===== src/rtl/cpe_mem_arbiter.sv =====
// cpe_mem_arbiter: shares one single-port, fixed-latency, word-wide memory
// between the CPU fetch port and the data load/store port. Data has priority
// over fetch until fetch has waited STARVE_MAX data grants. Data accesses are
// translated to big-endian byte enables, lane-replicated write data and
// right-aligned, zero-extended read data.
module cpe_mem_arbiter #(
    parameter int ADDR_W     = 16,  // byte-address bits used; higher bits wrap
    parameter int MEM_LAT    = 2,   // mem_en cycle to mem_rdata valid, >= 1
    parameter int STARVE_MAX = 4    // consecutive data grants while fetch waits, >= 1
) (
    input  logic              clk_w_i,
    input  logic              res_w_i_l,
    input  logic              if_req_w_i_h,
    input  logic [31:0]       if_addr_w_i,
    output logic              if_ack_w_o_h,
    output logic [31:0]       if_data_w_o,
    input  logic              d_rd_w_i_h,
    input  logic              d_wr_w_i_h,
    input  logic [31:0]       d_addr_w_i,
    input  logic [31:0]       d_wdata_w_i,
    input  logic [1:0]        d_byte_sel_w_i,
    output logic              d_ack_w_o_h,
    output logic [31:0]       d_rdata_w_o,
    output logic              mem_en_w_o_h,
    output logic              mem_we_w_o_h,
    output logic [ADDR_W-3:0] mem_addr_w_o,
    output logic [3:0]        mem_be_w_o,
    output logic [31:0]       mem_wdata_w_o,
    input  logic [31:0]       mem_rdata_w_i
);

    localparam int CNT_W = $clog2(MEM_LAT + 1);
    localparam int STV_W = $clog2(STARVE_MAX + 1);

    typedef enum logic [1:0] {S_IDLE, S_ISSUE, S_WAIT, S_DONE} state_t;

    state_t           state_q, state_d;
    logic [CNT_W-1:0] cnt_q;
    logic [STV_W-1:0] starve_q;
    logic             gnt_if_q;   // granted port: 1 = fetch, 0 = data
    logic             gnt_wr_q;   // granted data access is a write
    logic [31:0]      if_data_q;
    logic [31:0]      d_rdata_q;

    logic d_req, grant, grant_if, cnt_last;

    // Big-endian byte enables: bit 3 is the lowest-addressed byte.
    function automatic logic [3:0] data_be(input logic [1:0] sel, input logic [1:0] a);
        case (sel)
            2'b00:   return 4'b1000 >> a;
            2'b01:   return a[1] ? 4'b0011 : 4'b1100;
            default: return 4'b1111;
        endcase
    endfunction

    // Replicate the right-aligned store data into every lane it could target.
    function automatic logic [31:0] lane_wdata(input logic [1:0] sel, input logic [31:0] wd);
        case (sel)
            2'b00:   return {4{wd[7:0]}};
            2'b01:   return {2{wd[15:0]}};
            default: return wd;
        endcase
    endfunction

    // Pick the addressed lane out of the memory word and right-align it.
    function automatic logic [31:0] lane_rdata(input logic [1:0] sel, input logic [1:0] a,
                                               input logic [31:0] rd);
        case (sel)
            2'b00: begin
                case (a)
                    2'd0:    return {24'b0, rd[31:24]};
                    2'd1:    return {24'b0, rd[23:16]};
                    2'd2:    return {24'b0, rd[15:8]};
                    default: return {24'b0, rd[7:0]};
                endcase
            end
            2'b01:   return a[1] ? {16'b0, rd[15:0]} : {16'b0, rd[31:16]};
            default: return rd;
        endcase
    endfunction

    assign d_req    = d_rd_w_i_h | d_wr_w_i_h;
    assign grant    = (state_q == S_IDLE) && (if_req_w_i_h || d_req);
    // Fetch wins when it is alone or when data has used up its starvation budget.
    assign grant_if = if_req_w_i_h && (!d_req || starve_q == STV_W'(STARVE_MAX));
    assign cnt_last = (state_q == S_WAIT) && (cnt_q == CNT_W'(1));

    // Address bits beyond the wrap width, and the fetch byte offset, are don't-care.
    logic unused_addr_bits;
    if (ADDR_W < 32) begin : g_wrap
        assign unused_addr_bits = ^{if_addr_w_i[31:ADDR_W], if_addr_w_i[1:0], d_addr_w_i[31:ADDR_W]};
    end else begin : g_nowrap
        assign unused_addr_bits = ^if_addr_w_i[1:0];
    end

    // State register.
    always_ff @(posedge clk_w_i or negedge res_w_i_l) begin
        // NOTE: clocked state uses non-blocking assignments so every flop samples
        // pre-edge values regardless of statement order.
        if (!res_w_i_l) state_q <= S_IDLE;
        else            state_q <= state_d;
    end

    // Next-state logic: IDLE -> ISSUE -> WAIT (MEM_LAT cycles) -> DONE -> IDLE.
    always_comb begin
        // NOTE: default first so no path leaves state_d unassigned (no latch).
        state_d = state_q;
        case (state_q)
            S_IDLE:  if (grant) state_d = S_ISSUE;
            S_ISSUE: state_d = S_WAIT;
            S_WAIT:  if (cnt_q == CNT_W'(1)) state_d = S_DONE;
            S_DONE:  state_d = S_IDLE;
            default: state_d = S_IDLE;
        endcase
    end

    // Outputs: memory strobe and operands in ISSUE, ack of the granted port in DONE.
    always_comb begin
        mem_en_w_o_h  = 1'b0;
        mem_we_w_o_h  = 1'b0;
        mem_addr_w_o  = '0;
        mem_be_w_o    = 4'b0000;
        mem_wdata_w_o = '0;
        if_ack_w_o_h  = (state_q == S_DONE) && gnt_if_q;
        d_ack_w_o_h   = (state_q == S_DONE) && !gnt_if_q;
        if (state_q == S_ISSUE) begin
            mem_en_w_o_h = 1'b1;
            if (gnt_if_q) begin
                mem_addr_w_o = if_addr_w_i[ADDR_W-1:2];
                mem_be_w_o   = 4'b1111;
            end else begin
                mem_we_w_o_h = gnt_wr_q;
                mem_addr_w_o = d_addr_w_i[ADDR_W-1:2];
                mem_be_w_o   = data_be(d_byte_sel_w_i, d_addr_w_i[1:0]);
                if (gnt_wr_q) mem_wdata_w_o = lane_wdata(d_byte_sel_w_i, d_wdata_w_i);
            end
        end
    end

    assign if_data_w_o = if_data_q;
    assign d_rdata_w_o = d_rdata_q;

    // Grant bookkeeping, latency countdown and read-data capture.
    always_ff @(posedge clk_w_i or negedge res_w_i_l) begin
        if (!res_w_i_l) begin
            cnt_q     <= '0;
            starve_q  <= '0;
            gnt_if_q  <= 1'b0;
            gnt_wr_q  <= 1'b0;
            if_data_q <= '0;
            d_rdata_q <= '0;
        end else begin
            if (grant) begin
                gnt_if_q <= grant_if;
                // A simultaneous read and write performs only the write.
                gnt_wr_q <= !grant_if && d_wr_w_i_h;
                if (grant_if || !if_req_w_i_h)
                    starve_q <= '0;
                else if (starve_q != STV_W'(STARVE_MAX))
                    starve_q <= starve_q + STV_W'(1);
            end
            if (state_q == S_ISSUE)     cnt_q <= CNT_W'(MEM_LAT);
            else if (state_q == S_WAIT) cnt_q <= cnt_q - CNT_W'(1);
            if (cnt_last) begin
                if (gnt_if_q)
                    if_data_q <= mem_rdata_w_i;
                else if (!gnt_wr_q)
                    d_rdata_q <= lane_rdata(d_byte_sel_w_i, d_addr_w_i[1:0], mem_rdata_w_i);
            end
        end
    end

endmodule


===== config.mk =====
export PLATFORM = sky130hd
export DESIGN_NAME = cpe_mem_arbiter
export DESIGN_NICKNAME = d
export VERILOG_FILES = /design/src/rtl/cpe_mem_arbiter.sv
export SDC_FILE = /design/constraint.sdc
export NUM_CORES = 1
export LEC_CHECK = 0
export CAP_MARGIN = 20
export CORE_MARGIN = 2
export CORE_UTILIZATION = 41
export CTS_CLUSTER_DIAMETER = 40
export CTS_CLUSTER_SIZE = 25
export DETAILED_ROUTE_END_ITERATION = 7
export PLACE_DENSITY = 0.87
export SYNTH_ARGS = -nofsm -noshare
export SYNTH_HDL_FRONTEND = slang
export SYNTH_SLANG_ARGS = --single-unit

===== constraint.sdc =====
create_clock -name clk_w_i -period 5.1 [get_ports clk_w_i]
set_clock_uncertainty 0.2 [all_clocks]
set_input_delay 1.02 -clock clk_w_i [delete_from_list [all_inputs] [get_ports clk_w_i]]
set_output_delay 1.02 -clock clk_w_i [all_outputs]
set_load 0.02 [all_outputs]

Yosys cells after proc, flatten, opt, wreduce, memory -nomap -nowiden
Index checks and enable logic that the tools add are counted.
- equal/unequal tests: 11
- bitwise gates (word level): 3
- reductions and logical operators: 22
- add/subtract/negate cells: 2
- shifts and indexed selects: 1
- mux-type cells: 23
- operators by type and width (operator ; number):
    one-hot mux 32 bit (2 select lines) ; 2
    2-to-1 mux 32 bit ; 3
    2-to-1 mux 14 bit ; 2
    one-hot mux 8 bit (3 select lines) ; 1
    2-to-1 mux 16 bit ; 1
    2-to-1 mux 4 bit ; 3
    == test 2 x 1 -> 1 bit, second input constant ; 4
    2-to-1 mux 2 bit ; 4
    one-hot mux 2 bit (4 select lines) ; 1
    one-hot mux 4 bit (2 select lines) ; 1
    == test 2 bit, second input constant ; 3
    logical AND 1 bit ; 6
    logical NOT 2 bit ; 3
    2-to-1 mux 3 bit ; 2
    AND reduction 2 bit ; 3
    logical NOT 1 bit ; 4
    inequality test 2 bit, second input constant ; 2
    nonzero test 2 bit ; 2
    right shift 4 x 2 -> 4 bit, first input constant ; 1
    adder 3 x 1 -> 3 bit, second input constant ; 1
    == test 3 bit, second input constant ; 1
    logical OR 1 bit ; 3
    2-to-1 mux 1 bit ; 3
    inequality test 3 bit, second input constant ; 1
    other kinds (4) ; 5
- bits of input ports: 135
- logic and storage cells: 69
- bits in registers: 73
- output and inout bits: 118

Logic depth before layout (Yosys ltp)
Gate-level depths: netlist of the first run.
- word-level depth: 7
- mapped depth: 7
- depth with buffers taken out: 5

Least setup slack after synthesis of the first run
No wires, ideal clock.
- path kind: input to output
- start point: input d_byte_sel_w_i[1]
- end point: output mem_wdata_w_o[29]
- required time: 3.880 ns
- slack: 1.810 ns
- data arrival time: 2.070 ns
- buffers on the path: 2
- stages: 5
- path through: buf_6 inv_1 buf_2 nor2_1 a211oi_1
- cells in the longest elaborated chain, start to end: 5
- RTL lines (what ; RTL line ; RTL):
    from (decl) ; 21 ; input logic [1:0] d_byte_sel_w_i,
    == test 2 x 1 -> 1 bit / logical NOT 2 bit (equally long branches) ; 58 ; case (sel)
    one-hot mux 32 bit (2 select lines) (*) ; 58 ;
    2-to-1 mux 32 bit (*) ; 135 ; if (gnt_wr_q) mem_wdata_w_o = lane_wdata(d_byte_sel_w_i, d_wdata_w_i);
    2-to-1 mux 32 bit (*) ; 128 ; if (gnt_if_q) begin
    2-to-1 mux 32 bit (*) ; 126 ; if (state_q == S_ISSUE) begin
    to (decl) ; 28 ; output logic [31:0] mem_wdata_w_o,
Mark *: on every way between the ends. The rest lies on a longest branch, timed or not.

Worst setup path after layout of the first run
- start point: register state_q[1]
- end point: output mem_wdata_w_o[3]
- cells in the longest elaborated chain, start to end: 2
- RTL lines (what ; RTL line ; RTL):
    from (decl) ; 37 ; state_t state_q, state_d;
    from (signal assigned) ; 101 ; else state_q <= state_d;
    == test 2 x 1 -> 1 bit ; 126 ;
    2-to-1 mux 32 bit ; 126 ;
Every way passes these cells.

==> results of run 1 <==
==> final cells by class <==
class	count	area, um^2	share of cell area
multi-input cells	310	2150	0.324
inverters	10	37.5	0.00566
repair buffers	222	2200	0.333
clock buffers	10	128	0.0193
flip-flops and latches	73	1830	0.276
well taps	133	166	0.0251
clock inverters	6	116	0.0176
==> synthesized netlist by cell type (3+ instances only) <==
| cell | n | area [um^2] |
|---|---|---|
| buf_2 | 19 | 95.1 |
| buf_4 | 4 | 30.0 |
| dfrtp_1 | 73 | 1830 |
| o31ai_1 | 8 | 60.1 |
| nor2_1 | 19 | 71.3 |
| a21oi_1 | 18 | 90.1 |
| a211oi_1 | 9 | 67.6 |
| clkbuf_1 | 4 | 15.0 |
| inv_1 | 10 | 37.5 |
| or3_1 | 9 | 56.3 |
| mux2_2 | 38 | 428 |
| mux2i_1 | 30 | 300 |
| mux2_1 | 5 | 56.3 |
| o21ai_0 | 31 | 155 |
| and2_1 | 10 | 62.6 |
| o22ai_1 | 7 | 43.8 |
| o21ai_1 | 8 | 40.0 |
| nor2b_1 | 16 | 100 |
| nand2b_1 | 9 | 56.3 |
| a22oi_1 | 8 | 60.1 |
| nand2_1 | 58 | 218 |
| buf_6 | 3 | 33.8 |
| ha_1 | 7 | 87.6 |
==> kinds of logic after synthesis <==
group,Yosys count,share of synthesized area
multiplexers,73,0.188
AND/OR/NAND/NOR,131,0.156
AO/OA/AOI/OAI,99,0.145
buffers and inverters,40,0.0508
flip-flops,73,0.439
adder cells (fa/ha/maj),7,0.0210
==> power groups by stage <==
stage / Combinational [mW] / Clock, mW / Sequential, mW
2_1_floorplan: 0.721 / 0 / 1.35
3_3_place_gp: 1.92 / 0 / 1.05
3_5_place_dp: 1.97 / 0 / 1.08
4_1_cts: 1.98 / 0.565 / 1.07
5_1_grt: 2.09 / 0.589 / 1.10
6_report: 1.96 / 0.556 / 1.06
==> metal layers <==
layer | GRT usage | vias up
met5 | 0 | -
met4 | 0.0629 | 0
met3 | 0.0605 | 20
met2 | 0.436 | 125
met1 | 0.304 | 1941
li1 | - | 1897
==> stage by stage <==
step | util | setup WS, ns
after CTS | 0.675 | 0.592
after detailed placement | 0.650 | 0.966
after global routing | 0.675 | 0.340
final | 0.675 | 0.613
after global placement | 0.650 | 0.978
after floorplan | - | 1.81
==> flip-flops by register name, indices dropped and copies added, names as in the netlist <==
signal	cells
if_data_w_o	32
d_rdata_w_o	32
starve_q	3
gnt_wr_q	1
cnt_q	2
gnt_if_q	1
state_q	2
==> cell usage in the layout (no fill, tap or decap), types with 9 or more instances in the layout <==
cell	synthesis	routed
nand2b_1	9	9
o21ai_0	31	31
inv_1	10	10
and2_1	10	10
a21oi_1	18	18
mux2i_1	30	30
or3_1	9	9
a211oi_1	9	9
clkbuf_8	0	9
nand2_1	58	58
nor2_1	19	19
clkdlybuf4s50_1	0	216
nor2b_1	16	16
dfrtp_1	73	73
mux2_2	38	38
==> worst min path at each step <==
| stage | slack, ns | endpoint | start |
|---|---|---|---|
| 2_1_floorplan | 0.30 | starve_q[1] | starve_q[1] |
| 3_3_place_gp | 0.26 | d_rdata_w_o[7] | d_rdata_w_o[7] |
| 3_5_place_dp | 0.27 | d_rdata_w_o[7] | d_rdata_w_o[7] |
| 4_1_cts | 0.29 | d_rdata_w_o[7] | d_rdata_w_o[7] |
| 5_1_grt | 0.30 | if_data_w_o[3] | if_data_w_o[3] |
| 6_report | 0.29 | d_rdata_w_o[30] | d_rdata_w_o[30] |
==> worst min-delay path, stage by stage (launching register included) <==
cell and delay (ns):
dfrtp_1 0.35, nand2_1 0.05, o21ai_0 0.06
==> metrics.txt, run 1 <==
slowest cell delay on critical path=between 0.6 and 0.7 ns; startpoint class of the critical path=register; Residual DRC=0; Crit path depth=6; vias per cell=between 5 and 6; CP delay by family, top=buffers and inverters; final non-filler cell total=764; reg2reg setup slack=2.24 ns; post-synthesis cell type count=39; vias in the first global route=4034; RSZ-0062 raised after global routing=no; Worst Setup EP=mem_wdata_w_o[3]; synthesized netlist cell count=423; fin nets=768; Core ar.=9820 um^2; Max Clk Rate=223 MHz; post-route design area=6630 um^2; Ports=between 200 and 300; Synth Register Bits=between 70 and 80; Data arrival, critical path=3.27 ns; Crit-path slowest cell=clkdlybuf4s50_1; CTS tree=built; Total Routing Usage GR=0.248; Total Power=3.58 mW; global-route wire length before repair=between 20000 and 25000 um; worst setup path startpoint=state_q[1]; asr flop ratio synth=1.00; Synth warnings=0; layout cell share with drive strength beyond 1=0.105; CP Buf/Inv Count=3; wire length on met2=between 7000 and 8000 um; first-pass iteration count of the detailed router=4; RePlAce Congestion=roughly 0.85; Mapped Nets=565; placed standard-cell area=between 6000 and 7000 um^2; Leak Pwr=2.75 nW; NetSw=1.39 mW; post-synthesis sequential area ratio=0.439; Max H-tree Level=3; vias=between 3000 and 4000; Post-DP HPWL=10400 um; Starting Density=0.424; n_diodes=0; sequential power share=0.297; max-cap violation count=0; FF-to-FF Start=gnt_if_q; setup violators final=0; Post-Route WL=13700 um; Highest Signal Layer=met4; Skew-Pair Late Insertion Delay=0.34 ns; CTS Buffer Depth=2; Int Power=~2.2 mW; Die Y=around 100 um; initial antenna violation count=0; CP most frequent cell=inv_1; Syn Area/Cell=9.85 um^2; root buffer cell=clkbuf_8; hold slack=0.286 ns; CP endpoint kind=output port; DRT met1 WL=~5600 um; Max Slew Vio Count=0; CP Cell Sequence=inv_1 -> ha_1 -> nand3_2 -> inv_1 -> and2_1 -> clkdlybuf4s50_1; CP required=3.88 ns; DIE WIDTH=105 um; relative slew slack=0.366; status=completed; combinational power share=0.548; worst slew pin tran=about 0.95 ns; post-route ant nets=0; row count=36; 1st-iter DRT viols=around 270; placed insts=between 700 and 800; total CTS buffers=9; Post-synth EDFFs=0; Sink Count=73; crit share post-route=0.880; Clk pwr share=0.155; Post-CTS Resized=0; worst-path fanout max=25; r2r endpoint=if_data_w_o[17]; post-layout min period=4.49 ns; crit path kind=reg -> out; Area growth, synth to finish=59.1%; Pwr Density=540 nW/um^2; setup TNS=0 ns; R2R cell count=2; largest net degree at the start of global routing=74; Synth Flop Type=dfrtp_1; hold bufs inserted after CTS=0; Max IR drop VDD=approximately 0.27 mV; grt ovf=0; metal3 WL=805 um; fillers=773; I/O Buffers=218; Final Hold Viols=0; Worst-path clk slew=0.08 ns; sw frac=0.389; DIE AREA=11000 um^2; HP Class=reg -> reg; Cell Area, Synth=about 4200 um^2; hold path depth=2; # Post-CTS Setup Buffers=0; WL per Instance=17.9 um
No activity file was read; power rests on OpenSTA's default activity.
==> run 2: changes to the inputs <==
--- a/config.mk
+++ b/config.mk
@@ -5,6 +5,7 @@
 export SDC_FILE = /design/constraint.sdc
 export NUM_CORES = 1
 export LEC_CHECK = 0
+export ABC_AREA = 1
 export CAP_MARGIN = 20
 export CORE_MARGIN = 2
 export CORE_UTILIZATION = 41
==> run 2 against run 1 <==
Die area up 0.44%. Area after synthesis grew 0.45%. Non-clock buffer count decreased by 2. Clock-buffer cell count unchanged. Largest cell class unchanged. Hold slack worse by 0.00096 ns. Critical endpoint is now mem_wdata_w_o[11]. Combinational power barely moved.
==> metrics.txt, run 2 <==
status=completed; Pwr Density=534 nW/um^2; fillers=854; startpoint class of the critical path=input pin; ranking of synthesized cells by area=dfrtp_1 44%, nand2_1 18%, o21ai_0 8.7%, nor2_1 8.7%, inv_1 5.0%; Leak Pwr=3.19 nW; CTS tree=built; I/O Buffers=218; Mapped Nets=739; Max Clk Rate=235 MHz; fin nets=942; final core occ=0.670; Post-DP HPWL=~11000 um; layout cell share with drive strength beyond 1=0.0509; synthesized netlist cell count=approximately 600; vias per cell=4.98; vias in the first global route=4703; Post-CTS Resized=0; Worst-path clk slew=0.07 ns; 1st-iter DRT viols=approximately 250; Synth Register Bits=73; setup violators final=0; Max H-tree Level=3; Post-synth EDFFs=0; asr flop ratio synth=1.00; global-route wire length before repair=22600 um; Synth Flop Type=dfrtp_1; worst slew pin tran=0.994 ns; worst setup path startpoint=d_byte_sel_w_i[0]; Syn Area/Cell=7.01 um^2; Post-Route WL=14400 um; vias=4669; Ports=around 250; Data arrival, critical path=3.03 ns; Cell Area, Synth=between 4000 and 5000 um^2; Synth top cells by count=199 x nand2_1, 97 x nor2_1, 73 x dfrtp_1, 73 x o21ai_0, 56 x inv_1; worst-path fanout max=11; post-synthesis cell type count=26; Synth warnings=0; HP Class=reg -> reg; hold bufs inserted after CTS=0; WL per Instance=around 15 um; n_diodes=0; CTS Buffer Depth=2; CP required=3.88 ns; setup TNS=0 ns; root buffer cell=clkbuf_8; Core ar.=9820 um^2; most common cell after layout, fill and taps aside=clkdlybuf4s50_1; post-route ant nets=0; Skew-Pair Late Insertion Delay=between 0.3 and 0.4 ns; largest net degree at the start of global routing=74; max-cap violation count=0; crit path kind=in -> out; total CTS buffers=9; Sink Count=73; Max Slew Vio Count=0; row count=36; post-synthesis sequential area ratio=0.437; multi-input logic area=1930 um^2; post-layout min period=approximately 4.2 ns; share of Yosys cell area claimed by the top area cell type=0.437; CP endpoint kind=output port; Max IR drop VDD=0.229 mV; Area growth, synth to finish=57.3%; first-pass iteration count of the detailed router=5; Starting Density=0.426; grt ovf=0; Residual DRC=0; R2R cell count=2; RSZ-0062 raised after global routing=no; crit share post-route=0.833; leading area contributor after synthesis=dfrtp_1; min-delay src=if_data_w_o[23]; DIE WIDTH=~110 um; register area=1830 um^2; commonest non-fill, non-tap cells in the layout=216 x clkdlybuf4s50_1, 199 x nand2_1, 97 x nor2_1; Total Routing Usage GR=0.257; DIE AREA=11000 um^2; # Post-CTS Setup Buffers=0; hold path depth=2; relative slew slack=0.335; RePlAce Congestion=0.955; FF-to-FF Start=gnt_if_q; Die Y=105 um; initial antenna violation count=0; most common cell in the netlist=nand2_1; Final Hold Viols=0
run 2: cell count changes after synthesis, sizes merged, moves of 8 or more:
cell | before | now
nand2 | 58 | 203
nand3 | 3 | 12
mux2i | 30 | 0
nor2 | 21 | 101
mux2 | 43 | 0
and2 | 10 | 0
nand2b | 9 | 0
o31ai | 8 | 0
or3 | 9 | 0
o21ai | 39 | 83
a211oi | 9 | 0
nor2b | 16 | 0
a22oi | 8 | 0
inv | 10 | 63
run 2: path summary, 6_finish.rpt:
path / end / slack (ns)
setup / recovery: mem_wdata_w_o[11] / 0.85
setup reg to reg: if_data_w_o[22] / 2.83
hold reg to reg: if_data_w_o[23] / 0.29
hold / removal: if_data_w_o[23] / 0.29
min in group asynchronous: d_rdata_w_o[8] / 0.60
max in group asynchronous: d_rdata_w_o[21] / 3.51
run 2: logic make-up after synthesis:
group / count (synthesis) / synth area share
AO/OA/AOI/OAI: 109 / 0.138
XOR/XNOR: 1 / 0.00209
adder cells (fa/ha/maj): 7 / 0.0209
buffers and inverters: 91 / 0.103
flip-flops: 73 / 0.437
AND/OR/NAND/NOR: 316 / 0.299
run 2: routing by layer:
layer / track usage / vias up / share of wire
met2: 0.458 / 230 / 0.50
li1: - / 2259 / -
met5: 0 / - / 0
met1: 0.283 / 2140 / 0.38
met3: 0.0655 / 40 / 0.080
met4: 0.125 / 0 / 0.037
run 2: report_power, final:
part	switching [mW]	total, mW	internal [mW]
registers	0.187	1.05	0.860
clock network	0.223	0.514	0.290
logic	1.07	1.95	0.879
total	1.48	3.51	2.03
run 2: critical path: stages:
cell             delay (ns)
clkdlybuf4s50_1        0.48
inv_1                  0.11
nand2_1                0.25
inv_1                  0.34
nor2_1                 0.07
nor2_1                 0.12
clkdlybuf4s50_1        0.65
run 2: area by class of cell:
| cell class | instances | area share |
|---|---|---|
| clock buffers | 10 | 0.0209 |
| clock inverters | 6 | 0.0137 |
| inverters | 63 | 0.0371 |
| multi-input cells | 433 | 0.293 |
| flip-flops and latches | 73 | 0.278 |
| well taps | 133 | 0.0253 |
| repair buffers | 220 | 0.333 |
run 2: through the flow:
step	hold slack (ns)	worst slack, ns	power (mW)	area, um^2	cells
after floorplan	0.247	2.05	2.07	4180	597
after global placement	0.261	0.919	2.95	6350	922
after detailed placement	0.266	0.880	3.02	6350	922
after CTS	0.287	0.882	3.54	6580	938
after global routing	0.306	0.761	3.72	6580	938
final	0.285	0.853	3.51	6580	938
